<file path="config.mk">
export PLATFORM = sky130hd
export DESIGN_NAME = xor_bit_serializer
export DESIGN_NICKNAME = d
export VERILOG_FILES = /design/src/rtl/xor_bit_serializer_pkg.sv /design/src/rtl/xor_bit_serializer_skid_buf.sv /design/src/rtl/xor_bit_serializer.sv
export SDC_FILE = /design/constraint.sdc
export NUM_CORES = 1
export LEC_CHECK = 0
export BUFFER_PORTS_ARGS = -buffer_cell sky130_fd_sc_hd__buf_4
export CORE_MARGIN = 2
export CORE_UTILIZATION = 43
export DETAILED_ROUTE_END_ITERATION = 8
export GPL_ROUTABILITY_DRIVEN = 0
export PLACE_DENSITY = 0.7
export SYNTH_ARGS = -nofsm -noshare
export SYNTH_HDL_FRONTEND = slang
export SYNTH_SLANG_ARGS = --single-unit
</file>
<file path="constraint.sdc">
create_clock -name clk -period 1.09 [get_ports clk]
set_input_delay 0.0545 -clock clk [delete_from_list [all_inputs] [get_ports clk]]
set_output_delay 0.0545 -clock clk [all_outputs]
set_load 0.02 [all_outputs]
</file>
<file path="src/rtl/xor_bit_serializer_pkg.sv">
// Package: xor_bit_serializer_pkg
//   Shared definitions for the XOR bit serializer and its holding buffer:
//   FSM state encoding, the supported width ceiling and the index-width helper.
package xor_bit_serializer_pkg;

   typedef enum logic {
      XSER_IDLE  = 1'b0,
      XSER_SHIFT = 1'b1
   } xser_state_t;

   localparam int unsigned XSER_MAX_WIDTH = 32;

   // Bit index counter width: $clog2(width), but never narrower than one bit.
   function automatic int unsigned xser_idx_width(input int unsigned width);
      return (width <= 1) ? 1 : $clog2(width);
   endfunction

endpackage

</file>
<file path="src/rtl/xor_bit_serializer_skid_buf.sv">
// Module: xser_skid_buf
//   One-entry valid/ready holding buffer. Lets the serializer take the next
//   word while the current one is still being shifted out.
// Ports:
//   clk, reset          clock, synchronous active-high reset
//   wr_valid/wr_ready   write handshake (wr_ready = buffer empty)
//   wr_data             word to hold
//   rd_valid            buffer holds a word
//   rd_ready            consumer takes the held word this edge
//   rd_data             held word
module xser_skid_buf #(
   parameter int unsigned WIDTH = 8
) (
   input  logic             clk,
   input  logic             reset,
   input  logic             wr_valid,
   output logic             wr_ready,
   input  logic [WIDTH-1:0] wr_data,
   output logic             rd_valid,
   input  logic             rd_ready,
   output logic [WIDTH-1:0] rd_data
);

   logic             full_q;
   logic [WIDTH-1:0] data_q;
   logic             write_en;

   assign wr_ready = ~full_q;
   assign rd_valid = full_q;
   assign rd_data  = data_q;

   // A write that coincides with a read replaces the entry and keeps it full.
   assign write_en = wr_valid & (~full_q | rd_ready);

   always_ff @(posedge clk) begin
      if (reset) begin
         full_q <= 1'b0;
         data_q <= '0;
      end else if (write_en) begin
         full_q <= 1'b1;
         data_q <= wr_data;
      end else if (rd_ready) begin
         full_q <= 1'b0;
      end
   end

endmodule

</file>
<file path="src/rtl/xor_bit_serializer.sv">
// Module: xor_bit_serializer
//   Feeds a DFF-based XOR accumulator: takes WIDTH-bit words over valid/ready
//   and emits one bit per clock with a same-cycle qualifier (bit_en), so the
//   accumulator can compute d = (bit_out & bit_en) ^ q without skew.
// Parameters:
//   WIDTH      word width, 1..32
//   LSB_FIRST  1: bit 0 first, 0: bit WIDTH-1 first
// Ports:
//   clk, reset          clock, synchronous active-high reset
//   in_valid/in_ready   word handshake; in_data sampled only on transfer
//   stall               downstream hold, freezes shifting
//   bit_out             current serial bit (flop output)
//   bit_en              bit_out consumed this cycle (shifting & ~stall)
//   last                bit_out is the final bit of the word (flop output)
//   busy                a word is shifting or buffered
// Build option:
//   XSER_SKID_EN  adds a one-entry holding buffer for zero-bubble streaming;
//                 without it there is one idle cycle between words.
module xor_bit_serializer
   import xor_bit_serializer_pkg::*;
#(
   parameter int unsigned WIDTH     = 8,
   parameter bit          LSB_FIRST = 1'b1
) (
   input  logic             clk,
   input  logic             reset,
   input  logic             in_valid,
   output logic             in_ready,
   input  logic [WIDTH-1:0] in_data,
   input  logic             stall,
   output logic             bit_out,
   output logic             bit_en,
   output logic             last,
   output logic             busy
);

   localparam int unsigned       IDX_W    = xser_idx_width(WIDTH);
   localparam logic [IDX_W-1:0] IDX_LAST = IDX_W'(WIDTH - 1);
   localparam logic [IDX_W-1:0] IDX_ONE  = IDX_W'(1);

   if (WIDTH < 1 || WIDTH > XSER_MAX_WIDTH) begin : g_width_check
      $error("xor_bit_serializer: WIDTH out of range");
   end

   xser_state_t      state_q;
   logic [WIDTH-1:0] shift_q;
   logic [IDX_W-1:0] index_q;
   logic             last_q;

   logic             shifting;
   logic             accept;
   logic             word_done;
   logic             buf_full;
   logic [WIDTH-1:0] buf_data;
   logic             load_en;
   logic [WIDTH-1:0] load_data;

   assign shifting  = (state_q == XSER_SHIFT);
   assign bit_en    = shifting & ~stall;
   assign accept    = in_valid & in_ready;
   assign word_done = bit_en & last_q;
   assign last      = last_q;
   assign busy      = shifting | buf_full;

   // The current bit always sits at the outgoing end of the shift register,
   // so bit_out is a flop output with no extra mux stage.
   assign bit_out = LSB_FIRST ? shift_q[0] : shift_q[WIDTH-1];

`ifdef XSER_SKID_EN
   logic buf_wr;
   logic buf_pop;

   // A word arriving on the final bit with the buffer empty bypasses the
   // buffer and loads straight into the shifter; otherwise, while shifting,
   // it is parked in the buffer.
   assign buf_wr  = accept & shifting & ~(word_done & ~buf_full);
   assign buf_pop = word_done & buf_full;

   xser_skid_buf #(
      .WIDTH (WIDTH)
   ) u_skid_buf (
      .clk      (clk),
      .reset    (reset),
      .wr_valid (buf_wr),
      .wr_ready (in_ready),
      .wr_data  (in_data),
      .rd_valid (buf_full),
      .rd_ready (buf_pop),
      .rd_data  (buf_data)
   );
`else
   assign in_ready = ~shifting;
   assign buf_full = 1'b0;
   assign buf_data = '0;
`endif

   // Select when and from where a fresh word enters the shifter.
   always_comb begin
      load_en   = 1'b0;
      load_data = in_data;
      if (!shifting) begin
         load_en = accept;
      end else if (word_done) begin
         if (buf_full) begin
            load_en   = 1'b1;
            load_data = buf_data;
         end else begin
            load_en = accept;
         end
      end
   end

   always_ff @(posedge clk) begin
      if (reset) begin
         state_q <= XSER_IDLE;
         shift_q <= '0;
         index_q <= '0;
         last_q  <= 1'b0;
      end else if (load_en) begin
         state_q <= XSER_SHIFT;
         shift_q <= load_data;
         index_q <= '0;
         last_q  <= (WIDTH == 1);
      end else if (word_done) begin
         state_q <= XSER_IDLE;
         index_q <= '0;
         last_q  <= 1'b0;
      end else if (bit_en) begin
         shift_q <= LSB_FIRST ? (shift_q >> 1) : (shift_q << 1);
         index_q <= index_q + IDX_ONE;
         last_q  <= ((index_q + IDX_ONE) == IDX_LAST);
      end
   end

endmodule

</file>
======== After elaboration in Yosys (flattened, before gate mapping) ========
Index checks and enable logic that the tools add are counted.
operators by class
  add/subtract/negate cells ............... 1
  $mul .................................... 0
  divide/modulo/power cells ............... 0
  $lt $le $gt $ge ......................... 0
  equality and inequality tests ........... 2
  shift operators ......................... 0
  muxes and demuxes ....................... 7
  bitwise logic cells ..................... 5
  reduce and logical (&&, ||, !) cells .... 4
operator list
  operator                                               count
  two-way mux 8 bit                                      3
  two-way mux 1 bit                                      4
  nonzero test 2 bit                                     2
  adder 3 x 1 -> 3 bit, second input constant            1
  bitwise AND 1 bit                                      3
  equality test 3 bit, second input constant             1
  OR reduction 3 bit                                     1
  inequality test 2 x 1 -> 1 bit, second input constant  1
  NOT 1 bit                                              2
  AND reduction 2 bit                                    1
storage, ports and cells
  register bits after elaboration ......... 13
  bits in latches ......................... 0
  memory bits (writable) .................. 0
  memory bits (read-only) ................. 0
  bits of input ports ..................... 12
  output and inout port bits .............. 5
  memories kept ........................... 0

======== Depth between registers and ports, before layout ========
  depth after elaboration ................. 7
  mapped depth ............................ 5

======== Least setup slack after synthesis ========
OpenSTA, ideal clock, no wires.
  path type ............................... register to register
  from .................................... register state_q, in the netlist busy
  to ...................................... register shift_q[0]
  arrival time ............................ 1.171 ns
  data required time ...................... 0.999 ns
  path slack .............................. -0.172 ns
  stages on the path, launching flop included .. 4
  period minus slack after synthesis ...... 1.262 ns
  cell sequence ........................... dfxtp_1 -> nor3b_4 -> nand2_1 -> a311oi_1
on the way
  word-level cells in the longest chain between the ends .. 6
  elaborated cells between the ends (all ways) .. 10
ends and longest elaborated chain
  element                                                                                RTL line                                            text
  start, declared                                                                        xor_bit_serializer.sv:45                            xser_state_t state_q;
  start signal, assigned                                                                 xor_bit_serializer.sv:115                           state_q <= XSER_IDLE;
  start signal, assigned                                                                 xor_bit_serializer.sv:120                           state_q <= XSER_SHIFT;
  start signal, assigned                                                                 xor_bit_serializer.sv:125                           state_q <= XSER_IDLE;
  bitwise AND 1 bit or NOT 1 bit (tied branches)                                         xor_bit_serializer.sv:59, xor_bit_serializer.sv:92
  bitwise AND 1 bit (on tied branches)                                                   xor_bit_serializer.sv:61, xor_bit_serializer.sv:60
  two-way mux 1 bit                                                                      xor_bit_serializer.sv:103                           end else if (word_done) begin
  two-way mux 1 bit                                                                      xor_bit_serializer.sv:101                           if (!shifting) begin
  inequality test 2 x 1 -> 1 bit (no source line) or nonzero test 2 bit (tied branches)  n/a
  AND reduction 2 bit (no source line)                                                   n/a
  end signal, assigned                                                                   xor_bit_serializer.sv:121                           shift_q <= load_data;
  end signal, assigned                                                                   xor_bit_serializer.sv:129                           shift_q <= LSB_FIRST ? (shift_q >> 1) : (shift_q << 1);
  end, declared                                                                          xor_bit_serializer.sv:46                            logic [WIDTH-1:0] shift_q;
Several ways; a longest one is shown, not always the timed one.
A chain may end at the register's enable or synchronous reset.

======== Worst setup path after layout ========
  from .................................... register state_q, in the netlist busy
  to ...................................... register shift_q[2]
Same word-level chain as after synthesis.

==> metrics.md <==
| Metric | Value |
|---|---|
| Outcome | finished with violations |
| Failing checks | negative setup slack |
| Setup CP Type | reg2reg |
| EDFF count, synth | 0 |
| Largest area contributor in the netlist | dfxtp_1 |
| HP Start | reset |
| P&R area growth vs syn | 54.10% |
| Critical path's largest stage delay | approximately 360 ps |
| RSZ-0062 raised after global routing | true |
| Synth warn | 0 |
| Root Driver | clkbuf_4 |
| Maxcap violations | 0 |
| Commonest non-fill, non-tap cell in the layout | buf_4 |
| WHS Path Cells | 2 |
| Post-Place Setup Slack | -65.27 ps |
| Syn Inst Count | 74 |
| Post-synthesis mux area share | 0.03279 |
| Reg clk slew, reported paths | 80 ps |
| Max Root-Sink Buffers | 2 |
| Post-synth ARST share | 0 |
| Synth Register Bits | 13 |
| Slew @ Worst Pin | 230.3 ps |
| Detailed-route via count | ~600 |
| R2R Path Start | busy |
| Clock Sinks | 13 |
| Dpl hpwl | 925 um |
| Post-Synth XOR/XNOR Area | 0.01434 |
| Share of cells above drive strength 1 | 0.4592 |
| Number of global-route vias before repair | 621 |
| R2R Setup Slk | -70 ps |
| Most frequent cells in the layout | buf_4 (18), nand2_1 (12), nor2_1 (11), dfxtp_1 (11) |
| Remaining DRCs | 0 |
| FF-to-FF path depth | 4 |
| Critical Path RT | 1260 ps |
| Skew-Pair Late Insertion Delay | 260 ps |
| CTS tree | done |
| DRT iter0 DRCs | 15 |
| Tot GR Track Use | 0.1864 |
| DRT antenna net count | 0 |
| Largest family of logic cells by synthesized area | simple AND/OR/NAND/NOR gates |
| Worst Hold Margin | 40.54 ps |
| Total gr overflow | 0 |
| Pwr Density | 1129 nW/um^2 |
| Critical-path cell list | buf_6 > nand2b_4 > buf_16 > a311oi_2 |
| Largest net degree at the start of global routing | 11 |
| TritonCTS Buffers | 3 |
| Simple-gate share of the synthesized area | 0.2725 |
| Die height | ~42 um |
| Adder-Cell Fraction of Synth Area | 0.04098 |
| Routed Wire Length | 1514 um |
| Vias per Instance | 5.319 |
| Core Area | 1318 sq um |
| Die area | between 1500 and 2000 sq um |
| Final setup violation count | 7 |
| Final WS setup | -71.46 ps |
| Setup crit end kind | flop |
| FP Rows | 13 |
| Worst hold-check path type | in2reg |
| Io pins | 17 |
| CP top delay family | flip-flops |
| Sequential-to-total area share from yosys stat | 0.4262 |
| Worst setup SP type | flop |
| Slowest CP cell | dfxtp_4 |
| Synth top area share | 0.4262 |
| Global-route wire length before repair | 2497 um |
| Complex-gate fraction of the synthesized area | 0.1496 |
| Nets | 113 |
| Leakage | 0.3984 nW |
| Final Hold Viols | 0 |
| CP arrival | 1330 ps |
| Setup TNS | -247.5 ps |
| Synth Flop Type | dfxtp_1 |
| Slew headroom | 0.8465 |
| Initial antenna violation count | 0 |
| Synth Net Count | 88 |
| Distinct cells, synth | 18 |
| 1st-pass router iterations | 4 |
| Critical R2R Capture | shift_q[2] |
| H-Tree Depth | 1 |
| Worst Hold End | busy |
| Peak VDD IR | 0.8644 mV |
| Die X | between 40 and 50 um |
| Max Clk Rate | 861.0 MHz |
| Dominant cells by area after synthesis | dfxtp_1 (43%), a311oi_1 (10%), nand2_1 (9.2%), nor2_1 (6.8%), ha_1 (4.1%) |
| Setup Skew | between 6 and 7 ps |
| CP bufs+invs | 2 |
| Post-layout min period | 1161 ps |
| Post-Syn Area | 610.6 sq um |
| Crit-path max FO | 8 |
| Port Buf Inserts | 16 |
| Crit share post-route | 1.066 |
| Final Max Tran Viols | 0 |
| CTS hold repair buffers | 0 |
| Ant diodes | 0 |
| Initial Util | 0.4634 |
| Syn avg cell area | 8.251 sq um |
| Post-DR wirelength/cell | 13.40 um |
[state kept, by name, summed over array words and instances, names as in the netlist]
signal / cells
shift_q: 8
last: 1
index_q: 3
busy: 1
[where the power goes]
group | internal, mW | switching, mW
Combinational | 0.137 | 0.113
Sequential | 0.503 | 0.0217
Clock | 0.141 | 0.147
[synth_stat cells, types with 2 or more instances]
cell,number
a21oi_1,4
a311oi_1,7
buf_4,2
dfxtp_1,13
ha_1,2
inv_1,4
mux2i_1,2
nand2_1,15
nand2b_1,3
nand3_1,3
nor2_1,11
o21ai_0,2
[per-layer routing]
| metal | share of wire | track usage |
|---|---|---|
| met1 | 0.45 | 0.2162 |
| met2 | 0.47 | 0.3156 |
| met5 | 0 | 0 |
| met4 | 0.015 | 0.08387 |
| met3 | 0.069 | 0.05217 |
[worst max path at each step]
stage / start / to / cells after the start
global route: busy / shift_q[2] / 4
detailed placement: busy / shift_q[4] / 3
global placement: last / shift_q[2] / 3
floorplan: busy / shift_q[0] / 4
CTS: busy / shift_q[2] / 4
finish: busy / shift_q[2] / 4
[through the flow]
step	total power, mW	instance area, sq um	utilization	std cells
floorplan	0.6330	624.3	-	74
global placement	0.7096	783.3	0.5945	106
detailed placement	0.7149	783.3	0.5945	106
CTS	1.062	910.9	0.6914	113
global route	1.119	940.9	0.7142	113
finish	1.062	940.9	0.7142	113
[final cells by class]
cell class / instances / area (sq um)
Multi-Input combinational cell: 53 / 385.4
Fill cell: 103 / 376.6
Sequential cell: 13 / 267.8
Timing Repair Buffer: 24 / 227.7
Clock buffer: 4 / 26.28
Tap cell: 15 / 18.77
Inverter: 4 / 15.01
[logic make-up after synthesis]
logic type               count (synthesis)
flip-flops                              13
XOR/XNOR                                 1
adder cells (fa/ha/maj)                  2
AND/OR/NAND/NOR                         35
buffers and inverters                    8
AO/OA/AOI/OAI                           13
multiplexers                             2
[what timing repair did]
item / 4_1_cts / 5_1_grt
setup buffers: 2 / 0
endpoints found under the setup margin: 12 / 12
cloned: 1 / 0
resized for setup: 13 / 7
pin swaps: 10 / 4
Power figures use the tool's default switching activity.
